**src/rtl/gbe_pkt_pkg.sv**
```systemverilog
// Shared definitions for the GbE packet read/write paths: FSM state
// encoding and the word-geometry helpers derived from the output width.
package gbe_pkt_pkg;

    typedef enum logic [1:0] {
        IDLE = 2'd0,
        RECV = 2'd1,
        DROP = 2'd2
    } state_e;

    // Bytes per output word.
    function automatic int calc_bpw(input int dout_width);
        return dout_width / 8;
    endfunction

    // Width of the byte-within-word index; never narrower than one bit.
    function automatic int calc_idx_w(input int dout_width);
        return (dout_width / 8 > 1) ? $clog2(dout_width / 8) : 1;
    endfunction

endpackage

```
**src/rtl/gbe_read_depacketizer_if.sv**
```systemverilog
// Byte stream in / word stream out bundle of the read depacketizer.
//
// Handshake: there is no ready in either direction. rx_valid qualifies
// rx_data/rx_eof/rx_bad_frame/rx_source_ip for exactly the cycle it is
// high and the byte is always consumed that cycle. dout_valid is a
// single-cycle pulse qualifying dout/dout_sof/dout_eof/dout_err; the sink
// must take the word that cycle. dout_err is meaningful only with dout_eof.
interface gbe_read_depacketizer_if #(
    parameter int DOUT_WIDTH = 128
);
    logic [7:0]            rx_data;
    logic                  rx_valid;
    logic                  rx_eof;
    logic                  rx_bad_frame;
    logic [31:0]           rx_source_ip;
    logic [DOUT_WIDTH-1:0] dout;
    logic                  dout_valid;
    logic                  dout_sof;
    logic                  dout_eof;
    logic                  dout_err;

    // Byte source / word sink side.
    modport master (
        output rx_data, rx_valid, rx_eof, rx_bad_frame, rx_source_ip,
        input  dout, dout_valid, dout_sof, dout_eof, dout_err
    );

    // Depacketizer side.
    modport slave (
        input  rx_data, rx_valid, rx_eof, rx_bad_frame, rx_source_ip,
        output dout, dout_valid, dout_sof, dout_eof, dout_err
    );
endinterface

```
**src/rtl/gbe_rx_sipo.sv**
```systemverilog
// Byte-to-word assembler: places bytes MSB-first into a word, emits the
// word one cycle after it fills or after the packet's last byte, and pads
// the unfilled tail of a short final word with zeros.
module gbe_rx_sipo
    import gbe_pkt_pkg::*;
#(
    parameter int DOUT_WIDTH = 128
) (
    input  logic                  clk,
    input  logic                  rst,
    input  logic                  in_valid,
    input  logic [7:0]            in_data,
    input  logic                  in_first,
    input  logic                  in_last,
    input  logic                  in_err,
    output logic [DOUT_WIDTH-1:0] dout,
    output logic                  dout_valid,
    output logic                  dout_sof,
    output logic                  dout_eof,
    output logic                  dout_err
);
    localparam int BPW   = calc_bpw(DOUT_WIDTH);
    localparam int IDX_W = calc_idx_w(DOUT_WIDTH);

    logic [IDX_W-1:0]      idx_q, idx_d, idx_cur;
    logic [DOUT_WIDTH-1:0] word_q, word_d, word_next;
    logic                  sof_pend_q, sof_pend_d, sof_cur;
    logic [DOUT_WIDTH-1:0] dout_q, dout_d;
    logic                  dout_valid_q, dout_valid_d;
    logic                  dout_sof_q, dout_sof_d;
    logic                  dout_eof_q, dout_eof_d;
    logic                  dout_err_q, dout_err_d;

    // Drop the byte into its slot; flush the word when full or at eof.
    always_comb begin
        idx_d        = idx_q;
        word_d       = word_q;
        sof_pend_d   = sof_pend_q;
        dout_d       = dout_q;
        dout_valid_d = 1'b0;
        dout_sof_d   = 1'b0;
        dout_eof_d   = 1'b0;
        dout_err_d   = 1'b0;
        // A first byte always restarts assembly from an empty word.
        idx_cur      = in_first ? '0 : idx_q;
        word_next    = in_first ? '0 : word_q;
        sof_cur      = in_first | sof_pend_q;
        for (int k = 0; k < BPW; k++) begin
            if (idx_cur == IDX_W'(k)) begin
                word_next[DOUT_WIDTH-1-8*k -: 8] = in_data;
            end
        end
        if (in_valid) begin
            if (in_last || idx_cur == IDX_W'(BPW - 1)) begin
                dout_d       = word_next;
                dout_valid_d = 1'b1;
                dout_sof_d   = sof_cur;
                dout_eof_d   = in_last;
                dout_err_d   = in_last & in_err;
                idx_d        = '0;
                word_d       = '0;
                sof_pend_d   = 1'b0;
            end else begin
                idx_d        = idx_cur + IDX_W'(1);
                word_d       = word_next;
                sof_pend_d   = sof_cur;
            end
        end
    end

    // Assembly state and the output register.
    always_ff @(posedge clk) begin
        if (rst) begin
            idx_q        <= '0;
            word_q       <= '0;
            sof_pend_q   <= 1'b0;
            dout_q       <= '0;
            dout_valid_q <= 1'b0;
            dout_sof_q   <= 1'b0;
            dout_eof_q   <= 1'b0;
            dout_err_q   <= 1'b0;
        end else begin
            idx_q        <= idx_d;
            word_q       <= word_d;
            sof_pend_q   <= sof_pend_d;
            dout_q       <= dout_d;
            dout_valid_q <= dout_valid_d;
            dout_sof_q   <= dout_sof_d;
            dout_eof_q   <= dout_eof_d;
            dout_err_q   <= dout_err_d;
        end
    end

    assign dout       = dout_q;
    assign dout_valid = dout_valid_q;
    assign dout_sof   = dout_sof_q;
    assign dout_eof   = dout_eof_q;
    assign dout_err   = dout_err_q;

endmodule

```
**src/rtl/gbe_read_depacketizer.sv**
```systemverilog
// GbE read-path depacketizer: filters packets by source IP, checks length
// and MAC status at eof, keeps status counters, and hands accepted bytes to
// the word assembler.
module gbe_read_depacketizer
    import gbe_pkt_pkg::*;
#(
    parameter int DOUT_WIDTH = 128
) (
    input  logic                          clk,
    input  logic                          rst,
    gbe_read_depacketizer_if.slave        bus,
    input  logic [31:0]                   config_pkt_len,
    input  logic [31:0]                   config_src_ip,
    input  logic                          config_filter_en,
    output logic [31:0]                   pkt_count,
    output logic [31:0]                   err_count,
    output logic [31:0]                   drop_count,
    output state_e                        dbg_state
);
    state_e      state_q, state_d;
    logic [31:0] byte_cnt_q, byte_cnt_d, cnt_inc;
    logic [31:0] cfg_len_q, cfg_len_d;
    logic [31:0] pkt_count_q, pkt_count_d;
    logic [31:0] err_count_q, err_count_d;
    logic [31:0] drop_count_q, drop_count_d;
    logic        sipo_valid, sipo_first, sipo_last, sipo_err;

    // Packet FSM, length/status checks and counter updates.
    always_comb begin
        state_d      = state_q;
        byte_cnt_d   = byte_cnt_q;
        cfg_len_d    = cfg_len_q;
        pkt_count_d  = pkt_count_q;
        err_count_d  = err_count_q;
        drop_count_d = drop_count_q;
        sipo_valid   = 1'b0;
        sipo_first   = 1'b0;
        sipo_last    = 1'b0;
        sipo_err     = 1'b0;
        // Byte count saturates rather than wrapping on absurdly long packets.
        cnt_inc      = (byte_cnt_q == 32'hFFFF_FFFF) ? byte_cnt_q : byte_cnt_q + 32'd1;
        case (state_q)
            IDLE: begin
                if (bus.rx_valid) begin
                    if (config_filter_en && (bus.rx_source_ip != config_src_ip)) begin
                        drop_count_d = drop_count_q + 32'd1;
                        state_d      = bus.rx_eof ? IDLE : DROP;
                    end else begin
                        // Config is latched here so mid-packet edits wait for the next packet.
                        cfg_len_d  = config_pkt_len;
                        byte_cnt_d = 32'd1;
                        sipo_valid = 1'b1;
                        sipo_first = 1'b1;
                        sipo_last  = bus.rx_eof;
                        // 33-bit compare: a length field of all ones can never match.
                        sipo_err   = bus.rx_bad_frame ||
                                     (33'd1 != ({1'b0, config_pkt_len} + 33'd1));
                        state_d    = bus.rx_eof ? IDLE : RECV;
                    end
                end
            end
            RECV: begin
                if (bus.rx_valid) begin
                    byte_cnt_d = cnt_inc;
                    sipo_valid = 1'b1;
                    sipo_last  = bus.rx_eof;
                    sipo_err   = bus.rx_bad_frame ||
                                 ({1'b0, cnt_inc} != ({1'b0, cfg_len_q} + 33'd1));
                    if (bus.rx_eof) begin
                        state_d = IDLE;
                    end
                end
            end
            DROP: begin
                if (bus.rx_valid && bus.rx_eof) begin
                    state_d = IDLE;
                end
            end
            default: state_d = IDLE;
        endcase
        // Counters move in the same cycle the eof word is registered.
        if (sipo_valid && sipo_last) begin
            if (sipo_err) begin
                err_count_d = err_count_q + 32'd1;
            end else begin
                pkt_count_d = pkt_count_q + 32'd1;
            end
        end
    end

    // FSM and counter registers.
    always_ff @(posedge clk) begin
        if (rst) begin
            state_q      <= IDLE;
            byte_cnt_q   <= '0;
            cfg_len_q    <= '0;
            pkt_count_q  <= '0;
            err_count_q  <= '0;
            drop_count_q <= '0;
        end else begin
            state_q      <= state_d;
            byte_cnt_q   <= byte_cnt_d;
            cfg_len_q    <= cfg_len_d;
            pkt_count_q  <= pkt_count_d;
            err_count_q  <= err_count_d;
            drop_count_q <= drop_count_d;
        end
    end

    gbe_rx_sipo #(
        .DOUT_WIDTH (DOUT_WIDTH)
    ) u_sipo (
        .clk        (clk),
        .rst        (rst),
        .in_valid   (sipo_valid),
        .in_data    (bus.rx_data),
        .in_first   (sipo_first),
        .in_last    (sipo_last),
        .in_err     (sipo_err),
        .dout       (bus.dout),
        .dout_valid (bus.dout_valid),
        .dout_sof   (bus.dout_sof),
        .dout_eof   (bus.dout_eof),
        .dout_err   (bus.dout_err)
    );

    assign pkt_count  = pkt_count_q;
    assign err_count  = err_count_q;
    assign drop_count = drop_count_q;
    assign dbg_state  = state_q;

endmodule

```
**src/flat_wrapper.sv**
```systemverilog
// flat-port wrapper written by rule: the top's interface ports become plain ports
module gbe_read_depacketizer_flat import gbe_pkt_pkg::*;
#(
    parameter int DOUT_WIDTH = 128
)
  (clk, rst, config_pkt_len, config_src_ip, config_filter_en, pkt_count, err_count, drop_count, dbg_state, bus_rx_data, bus_rx_valid, bus_rx_eof, bus_rx_bad_frame, bus_rx_source_ip, bus_dout, bus_dout_valid, bus_dout_sof, bus_dout_eof, bus_dout_err);
  gbe_read_depacketizer_if #(.DOUT_WIDTH(DOUT_WIDTH)) bus_i ();
  input  logic clk;
  input  logic rst;
  input  logic [31:0] config_pkt_len;
  input  logic [31:0] config_src_ip;
  input  logic config_filter_en;
  output logic [31:0] pkt_count;
  output logic [31:0] err_count;
  output logic [31:0] drop_count;
  output state_e dbg_state;
  input wire logic [$bits(bus_i.rx_data)-1:0] bus_rx_data;
  input wire logic [$bits(bus_i.rx_valid)-1:0] bus_rx_valid;
  input wire logic [$bits(bus_i.rx_eof)-1:0] bus_rx_eof;
  input wire logic [$bits(bus_i.rx_bad_frame)-1:0] bus_rx_bad_frame;
  input wire logic [$bits(bus_i.rx_source_ip)-1:0] bus_rx_source_ip;
  output wire logic [$bits(bus_i.dout)-1:0] bus_dout;
  output wire logic [$bits(bus_i.dout_valid)-1:0] bus_dout_valid;
  output wire logic [$bits(bus_i.dout_sof)-1:0] bus_dout_sof;
  output wire logic [$bits(bus_i.dout_eof)-1:0] bus_dout_eof;
  output wire logic [$bits(bus_i.dout_err)-1:0] bus_dout_err;
  assign bus_i.rx_data = bus_rx_data;
  assign bus_i.rx_valid = bus_rx_valid;
  assign bus_i.rx_eof = bus_rx_eof;
  assign bus_i.rx_bad_frame = bus_rx_bad_frame;
  assign bus_i.rx_source_ip = bus_rx_source_ip;
  assign bus_dout = bus_i.dout;
  assign bus_dout_valid = bus_i.dout_valid;
  assign bus_dout_sof = bus_i.dout_sof;
  assign bus_dout_eof = bus_i.dout_eof;
  assign bus_dout_err = bus_i.dout_err;
  gbe_read_depacketizer #(.DOUT_WIDTH(DOUT_WIDTH)) u_core (.clk(clk), .rst(rst), .bus(bus_i), .config_pkt_len(config_pkt_len), .config_src_ip(config_src_ip), .config_filter_en(config_filter_en), .pkt_count(pkt_count), .err_count(err_count), .drop_count(drop_count), .dbg_state(dbg_state));
endmodule
```
**config.mk**
```make
export PLATFORM = sky130hd
export DESIGN_NAME = gbe_read_depacketizer_flat
export DESIGN_NICKNAME = d
export VERILOG_FILES = /design/src/rtl/gbe_pkt_pkg.sv /design/src/rtl/gbe_read_depacketizer_if.sv /design/src/rtl/gbe_rx_sipo.sv /design/src/rtl/gbe_read_depacketizer.sv /design/src/flat_wrapper.sv
export SDC_FILE = /design/constraint.sdc
export NUM_CORES = 1
export LEC_CHECK = 0
export CORE_ASPECT_RATIO = 1.25
export CORE_MARGIN = 3
export CORE_UTILIZATION = 40
export CTS_BUF_LIST = sky130_fd_sc_hd__clkbuf_8
export CTS_CLUSTER_DIAMETER = 80
export CTS_CLUSTER_SIZE = 16
export DETAILED_ROUTE_END_ITERATION = 16
export PLACE_DENSITY = 0.62
export REMOVE_ABC_BUFFERS = 1
export SLEW_MARGIN = 20
export SYNTH_ARGS = -nofsm -noshare
export SYNTH_HDL_FRONTEND = slang
export SYNTH_SLANG_ARGS = --single-unit
export TNS_END_PERCENT = 20
```
**constraint.sdc**
```tcl
create_clock -name clk -period 4.8 [get_ports clk]
set_input_delay 1.44 -clock clk [delete_from_list [all_inputs] [get_ports clk]]
set_output_delay 1.44 -clock clk [all_outputs]
set_load 0.01 [all_outputs]
```
==> flow_summary_export.csv <==
group,metric,value,unit
global_routing,grt_use_total,23.9,%
worst_setup_path,cp_common_cell,"buf_4",
worst_setup_path,arrival,4.84,ns
die,core.rowCount,93,
power_and_ir_drop,swShare,27.1,%
synthesis,yosys.area.top_type,"dfxtp_1",
final_layout,fin_util,50.6,%
die,die_w,211,um
timing,skew,0.0269,ns
synthesis,yosysWarnings,0,
global_routing,grt_remaining_overflow,0,
drt,drt-initial-drc-count,1587,
worst_setup_path,cp-end-kind,"register",
clock_tree,cts_tree,"yes",
timing,fin_setup_tns,0,ns
die,io_pins,340,
worst_setup_path,cp_max_fo,8,
power_and_ir_drop,netSwitchingPower,1720,uW
worst_setup_path,cpMaxStageDelayCell,"nor4_1",
final_layout,final_nets,3110,
synthesis,ys.flop_type,"dfxtp_1",
drt,via_per_inst,5.71,
global_routing,grt_pass1_wl,109000,um
placed_design,gp_congestion,0.903,
worst_setup_path,crit_path_start_kind,"input port",
worst_hold_path,hold_path_class,"reg -> reg",
drt,wl,68400,um
synthesis,synthTopCellsByArea,"dfxtp_1 (41%), nand2_1 (7.2%), a21oi_1 (6.4%)",
drt,vias,20938,
worst_setup_path,max_stage_delay,0.47,ns
synthesis,synth_area,20900,sq um
drt,drc,0,
clock_tree,clock_path_buffers,3,
power_and_ir_drop,p_comb_share,11.9,%
timing,clock.fmax,0.229,GHz
power_and_ir_drop,peakVddDrop,0.000216,V
timing,hold_violations,0,
run_status,outcome,"finished, final reports clean",
final_layout,drive_gt1_share,7.44,%
timing,period_share,91.0,%
final_layout,final_common_cell,"dfxtp_1",
synthesis,syn_inst,2694,
synthesis,avgSynthCellArea,7.76,sq um
drt,drt-wirelength-per-cell,18.7,um
power_and_ir_drop,cellPowerDensity,243,nW/um^2
timing,rsz0062_at_grt,"false",
die,core_area,51700,sq um
job,cap_violations,0,
die,start_util,40.5,%
synthesis,synth_edf_count,0,
timing,tightest_slew,1.18,ns
global_routing,grt_pass1_vias,20226,
power_and_ir_drop,power_leakage,0.00885,uW
placed_design,dp_hpwl,47800,um
synthesis,ys_ff_latch,427,
timing,slew_violations,0,
global_routing,grt_max_degree,120,
final_layout,area_growth_syn_to_layout,25.1,%
timing,setup_viol_count_final,0,
synthesis,synthArstFlopShare,0,%
global_routing,grt_antenna_before_repair,0,
power_and_ir_drop,seqPwrFrac,57.4,%
clock_tree,cts_sinks,427,
die,fp.dieH,262,um
clock_tree,cts_setup_buffers,0,
final_layout,final_cell_mix,"dfxtp_1 (427), nand2_1 (401), nor2_1 (356)",
timing,period_needed,4.37,ns
clock_tree,cts_resized,0,
drt,postRouteAntennaNets,0,
synthesis,ys_types,78,
power_and_ir_drop,p_int,4630,uW
placed_design,io_buffers,339,
clock_tree,clk_latency,0.61,ns
timing,slew_headroom,21.0,%
worst_setup_path,path_cells,"clkdlybuf4s50_1, xor2_1, nor4_1, nand4_1, o21ai_0, buf_4, buf_4, nand2_4, and2_1, buf_4, inv_1, ha_1, buf_4, a21oi_1, a22o_1, nor2_1, nor3_1",
die,dieArea,55100,sq um
worst_setup_path,crit_type,"in -> reg",
synthesis,ys_seq_area_share,40.9,%
clock_tree,cts-root-buf,"clkbuf_8",
clock_tree,numCtsBuffers,34,
worst_setup_path,crit_required,5.27,ns
power_and_ir_drop,clockPowerShare,30.7,%
worst_setup_path,ff2ff_setup_slack,0.44,ns
clock_tree,cts.clk_slew.worst_paths,0.09,ns
synthesis,netlist.area_leader.share,40.9,%
clock_tree,hold_buffers,0,
clock_tree,htree_levels,2,
drt,first_pass_iters,6,
cell families after synthesis:
logic type | after synthesis | synth area share, %
AO/OA/AOI/OAI | 610 | 19.2
XOR/XNOR | 134 | 5.68
adder cells (fa/ha/maj) | 9 | 0.538
buffers and inverters | 241 | 4.61
flip-flops | 427 | 40.9
multiplexers | 9 | 0.431
AND/OR/NAND/NOR | 1264 | 28.7
worst max-delay path, delay by kind of cell:
family                   cells  cell delay [ns]
AND/OR/NAND/NOR              6             1.14
buffers and inverters        6             1.09
AO/OA/AOI/OAI                3             0.76
adder cells (fa/ha/maj)      1             0.25
XOR/XNOR                     1             0.16
Yosys cell counts (3+ instances only):
cell type / instances
a21oi_1: 269
nand2b_1: 5
o21bai_1: 3
or4_1: 53
buf_6: 5
or2_2: 4
nand2_1: 402
a211oi_1: 36
inv_1: 20
buf_1: 16
o21ai_0: 53
xnor2_1: 63
xor2_1: 70
nor2b_1: 10
nand3_1: 142
mux2i_1: 9
buf_2: 10
nand3b_1: 10
o211ai_1: 3
o41a_1: 32
nand4_1: 56
clkbuf_1: 187
and4_1: 21
ha_1: 9
and3_1: 37
a22o_1: 33
and2_1: 26
nor4_1: 17
nor4b_1: 3
nor2_1: 358
nor3_1: 58
a21o_1: 3
or3_1: 37
o31ai_1: 45
nand4b_1: 4
a31oi_1: 9
a22oi_1: 90
dfxtp_1: 427
a311oi_1: 8
final timing paths:
kind                                              from                 endpoint  cells past startpoint
worst max-delay path                 config_src_ip[28]  u_core.u_sipo.dout[127]                     17
worst min-delay path            u_core.u_sipo.dout[58]   u_core.u_sipo.dout[58]                      2
worst max register to register   u_core.byte_cnt_q[16]      u_core.pkt_count[5]                     13
worst min register to register  u_core.u_sipo.dout[58]   u_core.u_sipo.dout[58]                      2
state kept, by name (all words and copies together), names as in the netlist:
name / flops
u_core.err_count: 32
u_core.u_sipo.dout_eof: 1
u_core.dbg_state: 2
u_core.cfg_len_q: 32
u_core.u_sipo.dout_err: 1
u_core.u_sipo.word_q: 128
u_core.byte_cnt_q: 32
u_core.pkt_count: 32
u_core.u_sipo.dout_sof: 1
u_core.u_sipo.sof_pend_q: 1
u_core.drop_count: 32
u_core.u_sipo.idx_q: 4
u_core.u_sipo.dout_valid: 1
u_core.u_sipo.dout: 128
area by class of cell:
cell class	count	area, sq um
fillers	4991	25500
multi-input cells	2026	11400
flip-flops and latches	427	8550
repair buffers	482	4690
well taps	665	832
clock buffers	37	509
inverters	20	75.1
clock inverters	7	56.3
diodes	1	2.50
per-stage QoR:
step / std cells / worst slack [ns] / total power (uW) / hold slack [ns] / cell area [sq um]
2_1_floorplan: 2473 / -15.05 / 4030 / 0.429 / 20000
3_3_place_gp: 3619 / -0.228 / 4480 / 0.441 / 25600
3_5_place_dp: 3619 / -0.279 / 4490 / 0.447 / 25600
4_1_cts: 3663 / 0.312 / 6460 / 0.461 / 26100
5_1_grt: 3664 / 0.165 / 6640 / 0.474 / 26200
6_report: 3665 / 0.431 / 6360 / 0.459 / 26200
per-layer routing:
metal	vias to the layer above	share of wire [%]	global-route usage, %
li1	10109	-	-
met1	10049	41	29.9
met2	654	50	42.4
met3	126	6.1	3.98
met4	0	2.6	6.94
met5	-	0	0
power by group through the flow:
stage,logic [uW],registers [uW],clock network [uW]
after floorplan,297,3730,0
after global placement,748,3730,0
after detailed placement,757,3730,0
after CTS,761,3650,2050
after global routing,819,3660,2170
final,757,3650,1950
No activity file was read; power rests on OpenSTA's default activity.
